File: src/rtl/systolic_job_sched.sv
// rtl/systolic_job_sched.sv - job controller and round-robin arbiter for the 2x2 systolic multiply array
// Optional RUN-state watchdog is compiled in when SA_TIMEOUT_EN is defined.
module systolic_job_sched #(
    parameter int DATA_WIDTH     = 4,
    parameter int ACC_WIDTH      = 9,
    parameter int GAP_CYCLES     = 2,
    parameter int TIMEOUT_CYCLES = 64
) (
    input  logic                    clk,
    input  logic                    rstn,
    input  logic [1:0]              req_valid,
    output logic [1:0]              req_ready,
    input  logic [4*DATA_WIDTH-1:0] req0_a,
    input  logic [4*DATA_WIDTH-1:0] req0_b,
    input  logic [4*DATA_WIDTH-1:0] req1_a,
    input  logic [4*DATA_WIDTH-1:0] req1_b,
    output logic                    rsp_valid,
    input  logic                    rsp_ready,
    output logic                    rsp_id,
    output logic [4*ACC_WIDTH-1:0]  rsp_c,
    output logic                    rsp_err,
    output logic                    sa_in_valid,
    output logic [4*DATA_WIDTH-1:0] sa_a,
    output logic [4*DATA_WIDTH-1:0] sa_b,
    input  logic                    sa_out_valid,
    input  logic [4*ACC_WIDTH-1:0]  sa_c,
    output logic                    busy
);

    // One counter serves both the GAP hold-off and the RUN watchdog.
    localparam int CNT_MAX = (TIMEOUT_CYCLES > GAP_CYCLES) ? TIMEOUT_CYCLES : GAP_CYCLES;
    localparam int CNT_W   = $clog2(CNT_MAX + 1);

    typedef enum logic [1:0] {
        S_IDLE,
        S_RUN,
        S_RESP,
        S_GAP
    } state_t;

    state_t                  state_q, state_d;
    logic                    last_grant_q, last_grant_d;
    logic                    rsp_id_q, rsp_id_d;
    logic [4*DATA_WIDTH-1:0] op_a_q, op_a_d;
    logic [4*DATA_WIDTH-1:0] op_b_q, op_b_d;
    logic [4*ACC_WIDTH-1:0]  rsp_c_q, rsp_c_d;
    logic [CNT_W-1:0]        cnt_q, cnt_d;
    logic                    grant_valid;
    logic                    grant_id;
    logic                    run_expired;

`ifdef SA_TIMEOUT_EN
    logic rsp_err_q, rsp_err_d;

    assign run_expired = (cnt_q == CNT_W'(TIMEOUT_CYCLES - 1));
    assign rsp_err     = rsp_err_q;
`else
    assign run_expired = 1'b0;
    assign rsp_err     = 1'b0;
`endif

    // Requester after last_grant wins a tie; otherwise the sole requester wins.
    always_comb begin
        grant_valid = |req_valid;
        if (&req_valid) begin
            grant_id = ~last_grant_q;
        end else begin
            grant_id = req_valid[1];
        end
    end

    always_comb begin
        state_d      = state_q;
        last_grant_d = last_grant_q;
        rsp_id_d     = rsp_id_q;
        op_a_d       = op_a_q;
        op_b_d       = op_b_q;
        rsp_c_d      = rsp_c_q;
        cnt_d        = cnt_q;
        req_ready    = 2'b00;
`ifdef SA_TIMEOUT_EN
        rsp_err_d    = rsp_err_q;
`endif
        unique case (state_q)
            S_IDLE: begin
                cnt_d = '0;
                if (grant_valid) begin
                    req_ready[grant_id] = 1'b1;
                    op_a_d       = grant_id ? req1_a : req0_a;
                    op_b_d       = grant_id ? req1_b : req0_b;
                    rsp_id_d     = grant_id;
                    last_grant_d = grant_id;
                    state_d      = S_RUN;
                end
            end
            S_RUN: begin
                cnt_d = cnt_q + CNT_W'(1);
                // A result arriving on the expiry cycle still wins.
                if (sa_out_valid) begin
                    rsp_c_d = sa_c;
                    state_d = S_RESP;
`ifdef SA_TIMEOUT_EN
                    rsp_err_d = 1'b0;
`endif
                end else if (run_expired) begin
                    rsp_c_d = '0;
                    state_d = S_RESP;
`ifdef SA_TIMEOUT_EN
                    rsp_err_d = 1'b1;
`endif
                end
            end
            S_RESP: begin
                if (rsp_ready) begin
                    cnt_d   = '0;
                    state_d = S_GAP;
                end
            end
            S_GAP: begin
                if (cnt_q == CNT_W'(GAP_CYCLES - 1)) begin
                    state_d = S_IDLE;
                end else begin
                    cnt_d = cnt_q + CNT_W'(1);
                end
            end
        endcase
    end

    always_ff @(posedge clk or negedge rstn) begin
        if (!rstn) begin
            state_q      <= S_IDLE;
            last_grant_q <= 1'b1;
            rsp_id_q     <= 1'b0;
            op_a_q       <= '0;
            op_b_q       <= '0;
            rsp_c_q      <= '0;
            cnt_q        <= '0;
`ifdef SA_TIMEOUT_EN
            rsp_err_q    <= 1'b0;
`endif
        end else begin
            state_q      <= state_d;
            last_grant_q <= last_grant_d;
            rsp_id_q     <= rsp_id_d;
            op_a_q       <= op_a_d;
            op_b_q       <= op_b_d;
            rsp_c_q      <= rsp_c_d;
            cnt_q        <= cnt_d;
`ifdef SA_TIMEOUT_EN
            rsp_err_q    <= rsp_err_d;
`endif
        end
    end

    assign sa_in_valid = (state_q == S_RUN);
    assign rsp_valid   = (state_q == S_RESP);
    assign busy        = (state_q != S_IDLE);
    assign sa_a        = op_a_q;
    assign sa_b        = op_b_q;
    assign rsp_id      = rsp_id_q;
    assign rsp_c       = rsp_c_q;

endmodule
File: config.mk
export PLATFORM = sky130hd
export DESIGN_NAME = systolic_job_sched
export DESIGN_NICKNAME = d
export VERILOG_FILES = /design/src/rtl/systolic_job_sched.sv
export SDC_FILE = /design/constraint.sdc
export NUM_CORES = 1
export LEC_CHECK = 0
export CAP_MARGIN = 20
export CORE_UTILIZATION = 36
export CTS_BUF_LIST = sky130_fd_sc_hd__clkbuf_8
export DETAILED_ROUTE_END_ITERATION = 6
export MAX_ROUTING_LAYER = met4
export PLACE_DENSITY = 0.79
export SLEW_MARGIN = 0
export SYNTH_ARGS = -nofsm -noshare
export SYNTH_HDL_FRONTEND = slang
export SYNTH_SLANG_ARGS = --single-unit
File: constraint.sdc
create_clock -name clk -period 1.74 [get_ports clk]
set_clock_uncertainty 0.05 [all_clocks]
set_input_delay 0.348 -clock clk [delete_from_list [all_inputs] [get_ports clk]]
set_output_delay 0.348 -clock clk [all_outputs]
set_load 0.03 [all_outputs]
Word-level counts from Yosys, hierarchy flattened
Index checks and enable logic that the tools add are counted.
{ "word_totals": {"register_bits": 79, "input_bits": 106, "elab_cells": 44} }
{ "op_classes": {"add_sub_neg": 1, "magnitude_cmp": 2, "eq_ne": 9, "mux": 15, "n_bitwise": 1, "reduce_logical": 9} }
{ "op_table": {"columns": ["cell", "count"], "rows": [
  ["$mux 16", 2],
  ["$pmux 7 s4", 1],
  ["$mux 7", 2],
  ["$mux 2", 6],
  ["$pmux 2 s4", 1],
  ["$reduce_and 2->1", 4],
  ["$add 7x1->7 const B", 1],
  ["$eq 7x1->1 const B", 1],
  ["$ne 2x2->1 const B", 3],
  ["$eq 2x2->1 const B", 2],
  ["$ne 2x1->1 const B", 2],
  ["$reduce_and 4->1", 1],
  ["$eq 2x1->1 const B", 1],
  ["$logic_not 2->1", 1],
  ["$lt 1x2->1 const B", 1],
  ["$mux 1", 2],
  ["$reduce_bool 2->1", 1],
  ["$reduce_or 2->1", 1],
  ["$demux 1 s1", 1],
  ["$ge 1x1->1 const B", 1],
  ["$logic_and 1x1->1", 1],
  ["$not 1->1", 1]
]} }

Depth between registers and ports, before layout
Gate-level depths: netlist (run 1).
{ "depth": {"depth_word": 8, "depth_mapped": 7} }

Least setup slack after synthesis (run 1)
Ideal clock, no wire load.
{ "synth_timing": {"path_type": "reg-to-reg", "startpoint": "register state_q[1]", "endpoint": "register rsp_c_q[0] (netlist: rsp_c[0])", "arrival_time_ns": 1.732, "slack_ns": -0.167, "stages_incl_launch_ff": 6, "path_cell_list": "dfrtp_1 -> inv_1 -> ha_1 -> nand2_1 -> clkbuf_1 -> mux2_2"} }
{ "synth_via": {"elab_chain_len": 2} }
{ "synth_rtl": {"columns": ["item", "line", "source"], "rows": [
  ["start, declared", "41", "state_t state_q, state_d;"],
  ["start signal, assigned", "142", "state_q <= state_d;"],
  ["$eq 2x1->1", null, null],
  ["via sa_in_valid", "22", "output logic sa_in_valid,"],
  ["$reduce_and 2->1 (no line)", null, null],
  ["end signal, assigned", "147", "rsp_c_q <= rsp_c_d;"],
  ["end, declared", "46", "logic [4*ACC_WIDTH-1:0] rsp_c_q, rsp_c_d;"]
]} }
The timed path passes the listed nets, and every way through them passes these cells.
A chain may end at the register's enable or synchronous reset.

Final worst setup path (run 1)
{ "layout_timing": {"startpoint": "register state_q[0]", "endpoint": "register state_q[1]"} }
{ "layout_via": {"elab_chain_len": 3} }
{ "layout_rtl": {"columns": ["item", "line", "source"], "rows": [
  ["$eq 2x2->1, or another cell as far along", "84", "unique case (state_q)"],
  ["$ne 2x2->1 (no line) or $ne 2x1->1 (tied branches)", null, null],
  ["$reduce_and 4->1 (no line)", null, null]
]} }
Parallel ways exist; a longest one is shown, timed or not.

==> run_results.csv, run 1 <==
group,metric,value,unit
status,status,"finished, violations left",
status,violations,"design-rule violations, negative setup slack",
logic_synthesis,synthArstFlopShare,1.00,
timing,period_share,1.04,
timing,fin_crit,1810,ps
die,die_height,98.5,um
logic_synthesis,synthCells,264,
critical_path,critPathMaxFanout,4,
clocking,cts.path.max_buffers,2,
timing,rsz0062_at_grt,"yes",
critical_path,required,1920,ps
pwr,powerDensity,1830,mW/mm^2
critical_path,crit_type,"reg -> reg",
place,place_hpwl,7160,um
final_layout,fin_area,0.00584,sq mm
logic_synthesis,synth.net_count,376,
critical_path,worstPathArrival,1990,ps
clocking,cts_tree,"built",
die,die_w,98.5,um
global_route,grt_overflow_total,0,
logic_synthesis,ys_seq_area_frac,0.590,
min_path,min_path_type,"reg -> reg",
clocking,worstSkewPairLatency,340,ps
route,first_pass_iters,7,
critical_path,cp-end-kind,"flop",
die,io-pin-count,181,
clocking,clk_pin_slew_worst_paths,80,ps
min_path,min_to,"sa_b[2]",
clocking,cts_root_buffer,"clkbuf_8",
timing,hold_viol,0,
clocking,cts_inserted_buffers,9,
final_layout,fin_cells,593,
critical_path,reg2regPathDepth,7,
critical_path,start_kind,"flop",
route,num_vias,3002,
clocking,clock_sinks,79,
final_layout,final_common_cell,"clkdlybuf4s50_1",
die,start_util,0.379,
pwr,ir_drop,0.924,mV
die,rows,34,
logic_synthesis,ys_warn_count,0,
final_layout,drive_gt1_frac,0.243,
critical_path,critPathLaunch,"state_q[0]",
final_layout,final_util,0.660,
logic_synthesis,synth_edf_count,0,
route,routedWlPerCell,16.9,um
final_layout,layout_common_cells,"clkdlybuf4s50_1, dfrtp_1, dlygate4sd2_1, mux2_2, buf_4",
route,wl,10000,um
logic_synthesis,synthesis.area,0.00335,sq mm
logic_synthesis,ys_seq_elements,79,
timing,finalSetupViolCount,6,
die,die_area,0.00970,sq mm
critical_path,reg2reg_slack,-70,ps
logic_synthesis,synth_cell_type_count,36,
logic_synthesis,synthFlopType,"dfrtp_1",
global_route,grt_max_degree,49,
logic_synthesis,synth.avg_cell_area,12.7,sq um
timing,hold_ws,431,ps
place,portBuffers,179,
global_route,grt.total_usage,0.206,
critical_path,r2r_start,"state_q[0]",
timing,setup_slack,-67.9,ps
final_layout,fillers,745,
min_path,min_from,"sa_b[2]",
place,dp_cells,561,
pwr,p_leak,2.80,nW
global_route,grt_pass1_vias,3108,
route,drt_drc_violations_left,15,
critical_path,timing.rr.end,"state_q[1]",
place,gp_congestion,0.770,
pwr,power.total,10.7,mW
final_layout,fin_nets,592,
route,first_iter_violations,138,
place,placed_area,0.00542,sq mm
route,antenna_left,0,
timing,max_freq,553,MHz
die,core,0.00885,sq mm
global_route,antenna_found_initial,0,
flow_run,maxCapViolations,0,
clocking,htreeDepth,3,
min_path,worstHoldPathCells,2,
route,viasPerCell,5.06,
final_layout,area_delta_synth_final,74.2,%
final_layout,n_antenna_cell,0,
global_route,grt_pass1_wl,15100,um
timing,drv_slew,0,
-- flip-flops by register name, summed over array words and instances, names as in the netlist --
signal	count
sa_a	16
sa_b	16
cnt_q	7
state_q	2
last_grant_q	1
rsp_c	36
rsp_id	1
-- power breakdown --
| part | switching, mW | internal (mW) |
|---|---|---|
| registers | 0.414 | 2.71 |
| logic | 3.39 | 2.58 |
| clock network | 0.650 | 0.946 |
-- cells in the mapped netlist, drive strengths merged (2+ instances only) --
| cell type | number | share of area |
|---|---|---|
| o21ai | 15 | 0.022 |
| a222oi | 19 | 0.057 |
| nor2 | 8 | 0.0090 |
| a21o | 2 | 0.0045 |
| mux2 | 37 | 0.13 |
| dfrtp | 78 | 0.58 |
| clkbuf | 12 | 0.013 |
| inv | 24 | 0.027 |
| nand2 | 16 | 0.018 |
| a31oi | 2 | 0.0037 |
| a21oi | 8 | 0.013 |
| nand3 | 3 | 0.0045 |
| mux2i | 15 | 0.045 |
| buf | 2 | 0.0037 |
| ha | 6 | 0.022 |
-- layout make-up --
cell class	instances	area, sq um	share of cell area
Multi-Input combinational cell	147	1320	0.226
Clock buffer	9	124	0.0212
Inverter	24	90.1	0.0154
Clock inverter	7	113	0.0193
Sequential cell	79	1980	0.339
Tap cell	108	135	0.0231
Timing Repair Buffer	219	2080	0.357
-- layer usage --
| layer | part of all wire | wire [um] | track usage | vias up |
|---|---|---|---|---|
| li1 | - | - | - | 1383 |
| met1 | 0.39 | 3930 | 0.238 | 1472 |
| met2 | 0.53 | 5270 | 0.358 | 135 |
| met3 | 0.072 | 723 | 0.0440 | 12 |
| met4 | 0.010 | 102 | 0.0700 | 0 |
| met5 | 0 | 0 | - | - |
-- how the worst max path moves through the flow --
stage                               to  slack [ps]  cells past startpoint
after floorplan               cnt_q[5]         -20                      6
after global placement    req_ready[1]        -160                      4
after detailed placement      sa_b[14]        -210                      6
after CTS                 req_ready[0]        -100                      6
after global routing      req_ready[0]        -140                      6
final                       state_q[1]         -70                      7
-- worst max-delay path, cell delays in order (launching register included) --
cell	delay (ps)
dfrtp_1	380
inv_2	70
ha_4	180
buf_4	130
buf_6	110
buf_4	130
a221o_1	340
mux2_4	300
-- what timing repair did --
item	4_1_cts	5_1_grt
resized for setup	87	14
setup buffers	7	6
endpoints found under the setup margin	74	51
endpoints found under the hold margin	47	0
pin swaps	4	7
hold buffers	1	0
gates cloned	0	3
-- cell families after synthesis --
kind of cell / share of synthesized area
compound gates: 0.117
fa+ha+maj: 0.0224
buf+inv: 0.0440
flops: 0.590
mux: 0.170
other cells: 0.00112
simple gates: 0.0556
-- per-stage QoR --
step / setup slack [ps] / TNS (ps)
2_1_floorplan: -21.1 / -21.1
3_3_place_gp: -162 / -3840
3_5_place_dp: -211 / -5930
4_1_cts: -95.8 / -167
5_1_grt: -142 / -765
6_report: -67.9 / -282
No activity file was read; power rests on OpenSTA's default activity.
==> run 2, diff against run 1 <==
--- a/config.mk
+++ b/config.mk
@@ -6,9 +6,10 @@
 export NUM_CORES = 1
 export LEC_CHECK = 0
 export CAP_MARGIN = 20
-export CORE_UTILIZATION = 36
+export CORE_UTILIZATION = 59
 export CTS_BUF_LIST = sky130_fd_sc_hd__clkbuf_8
 export DETAILED_ROUTE_END_ITERATION = 6
+export DONT_BUFFER_PORTS = 1
 export MAX_ROUTING_LAYER = met4
 export PLACE_DENSITY = 0.79
 export SLEW_MARGIN = 0
==> run_results.csv, run 2 (synthesis gave the netlist of run 1 again) <==
group,metric,value,unit
place,dp_cells,339,
timing,max_freq,564,MHz
clocking,cts_tree,"built",
final_layout,drive_gt1_frac,0.334,
final_layout,area_delta_synth_final,20.6,%
pwr,clkPwrFrac,0.145,
global_route,grt_overflow_total,0,
final_layout,largest_reg_flops,36,
clocking,cts.path.max_buffers,2,
timing,rsz0062_at_grt,"yes",
place,place_hpwl,5310,um
route,num_vias,2310,
global_route,grt_pass1_wl,12200,um
pwr,p_comb_frac,0.320,
timing,setup_tns,-66.0,ps
status,status,"finished, violations left",
place,post-place-ws,41.2,ps
timing,hold_viol,79,
timing,finalSetupViolCount,4,
die,core,0.00551,sq mm
die,die_area,0.00599,sq mm
pwr,p_leak,1.91,nW
timing,period_share,1.02,
timing,fin_crit,1770,ps
route,viasPerCell,6.28,
global_route,antenna_found_initial,0,
die,io-pin-count,181,
min_path,min_path_type,"in -> async",
route,first_iter_violations,181,
clocking,clk_pin_slew_worst_paths,90,ps
global_route,grt.total_usage,0.279,
route,drt_drc_violations_left,0,
final_layout,fin_nets,403,
clocking,worstSkewPairLatency,330,ps
timing,drv_slew,0,
critical_path,cp-end-kind,"output port",
pwr,ir_drop,1.28,mV
die,die_w,77.4,um
critical_path,critPathMaxStageDelay,420,ps
route,routedWlPerCell,21.4,um
status,violations,"negative hold slack, negative setup slack",
critical_path,cp_num_buf_inv,2,
route,antenna_left,0,
pwr,p_sw,4.21,mW
critical_path,crit_type,"reg -> out",
critical_path,path_cells,"inv_2, ha_4, o21ai_4, nor2_4, buf_12",
critical_path,worstPathArrival,1380,ps
final_layout,layout_common_cells,"dfrtp_1, mux2_2, inv_1, a222oi_1, buf_4",
place,gp_congestion,0.861,
die,start_util,0.609,
clocking,clock_sinks,79,
pwr,p_int,4.99,mW
critical_path,start_kind,"flop",
critical_path,cp_top_family,"flip-flops",
pwr,seqPwrFrac,0.535,
final_layout,final_common_cell,"dfrtp_1",
flow_run,maxCapViolations,0,
place,portBuffers,0,
critical_path,crit_slowest_cell,"dfrtp_1",
timing,setup_slack,-33.8,ps
place,placed_area,0.00360,sq mm
pwr,power.total,9.20,mW
die,rows,27,
critical_path,critPathMaxFanout,5,
final_layout,fin_area,0.00404,sq mm
route,wl,7890,um
global_route,grt_pass1_vias,2450,
final_layout,fillers,360,
final_layout,fin_cells,368,
pwr,powerDensity,2280,mW/mm^2
clocking,cts_inserted_buffers,9,
clocking,cts_root_buffer,"clkbuf_8",
critical_path,required,1340,ps
pwr,swShare,0.457,
clocking,htreeDepth,3,
route,first_pass_iters,7,
final_layout,n_antenna_cell,0,
global_route,grt_max_degree,80,
timing,hold_ws,-359,ps
die,die_height,77.4,um
[run 2: per-layer routing]
| layer | GRT usage | part of all wire |
|---|---|---|
| met5 | - | 0 |
| met4 | 0.140 | 0.024 |
| met3 | 0.0835 | 0.092 |
| met2 | 0.473 | 0.55 |
| met1 | 0.296 | 0.33 |
[run 2: area by class of cell]
class                      instances  area (sq um)  area share
clock buffer                       9           124      0.0306
clock inverter                     7          72.6      0.0180
inverter                          24          93.8      0.0232
multi-input combinational        147          1290       0.319
sequential                        79          1980       0.489
tap                               72          90.1      0.0223
timing repair buffer              30           394      0.0975
[run 2: repair_timing]
item                                    4_1_cts  5_1_grt
buffers inserted                              6        3
pin swaps                                     4        8
hold endpoints to repair                     79       79
resized for setup                             8        8
gates cloned                                  4        0
endpoints found under the setup margin        3       20
[run 2: per-stage QoR]
step,hold slack (ps),utilization
global placement,4.14,0.653
CTS,-374,0.726
detailed placement,4.03,0.653
floorplan,2.41,-
global route,-384,0.734
finish,-359,0.734
[run 2: worst paths after layout]
check,start,endpoint,slack [ps],cells past startpoint
worst max-delay path,state_q[1],req_ready[0],-30,5
worst min-delay path,rstn,rsp_c[0],-360,0
max in group asynchronous,rstn,last_grant_q,1800,0
worst max register to register,state_q[1],cnt_q[5],-30,6
min in group clk,req_valid[0],last_grant_q,20,1
worst min register to register,cnt_q[0],cnt_q[0],490,1
[run 2: power groups by stage]
stage	clock network (mW)	logic, mW	registers, mW
2_1_floorplan	0	1.83	4.76
6_report	1.33	2.95	4.92
3_3_place_gp	0	2.33	4.92
5_1_grt	1.42	3.22	5.00
4_1_cts	1.36	2.84	4.91
3_5_place_dp	0	2.46	4.95
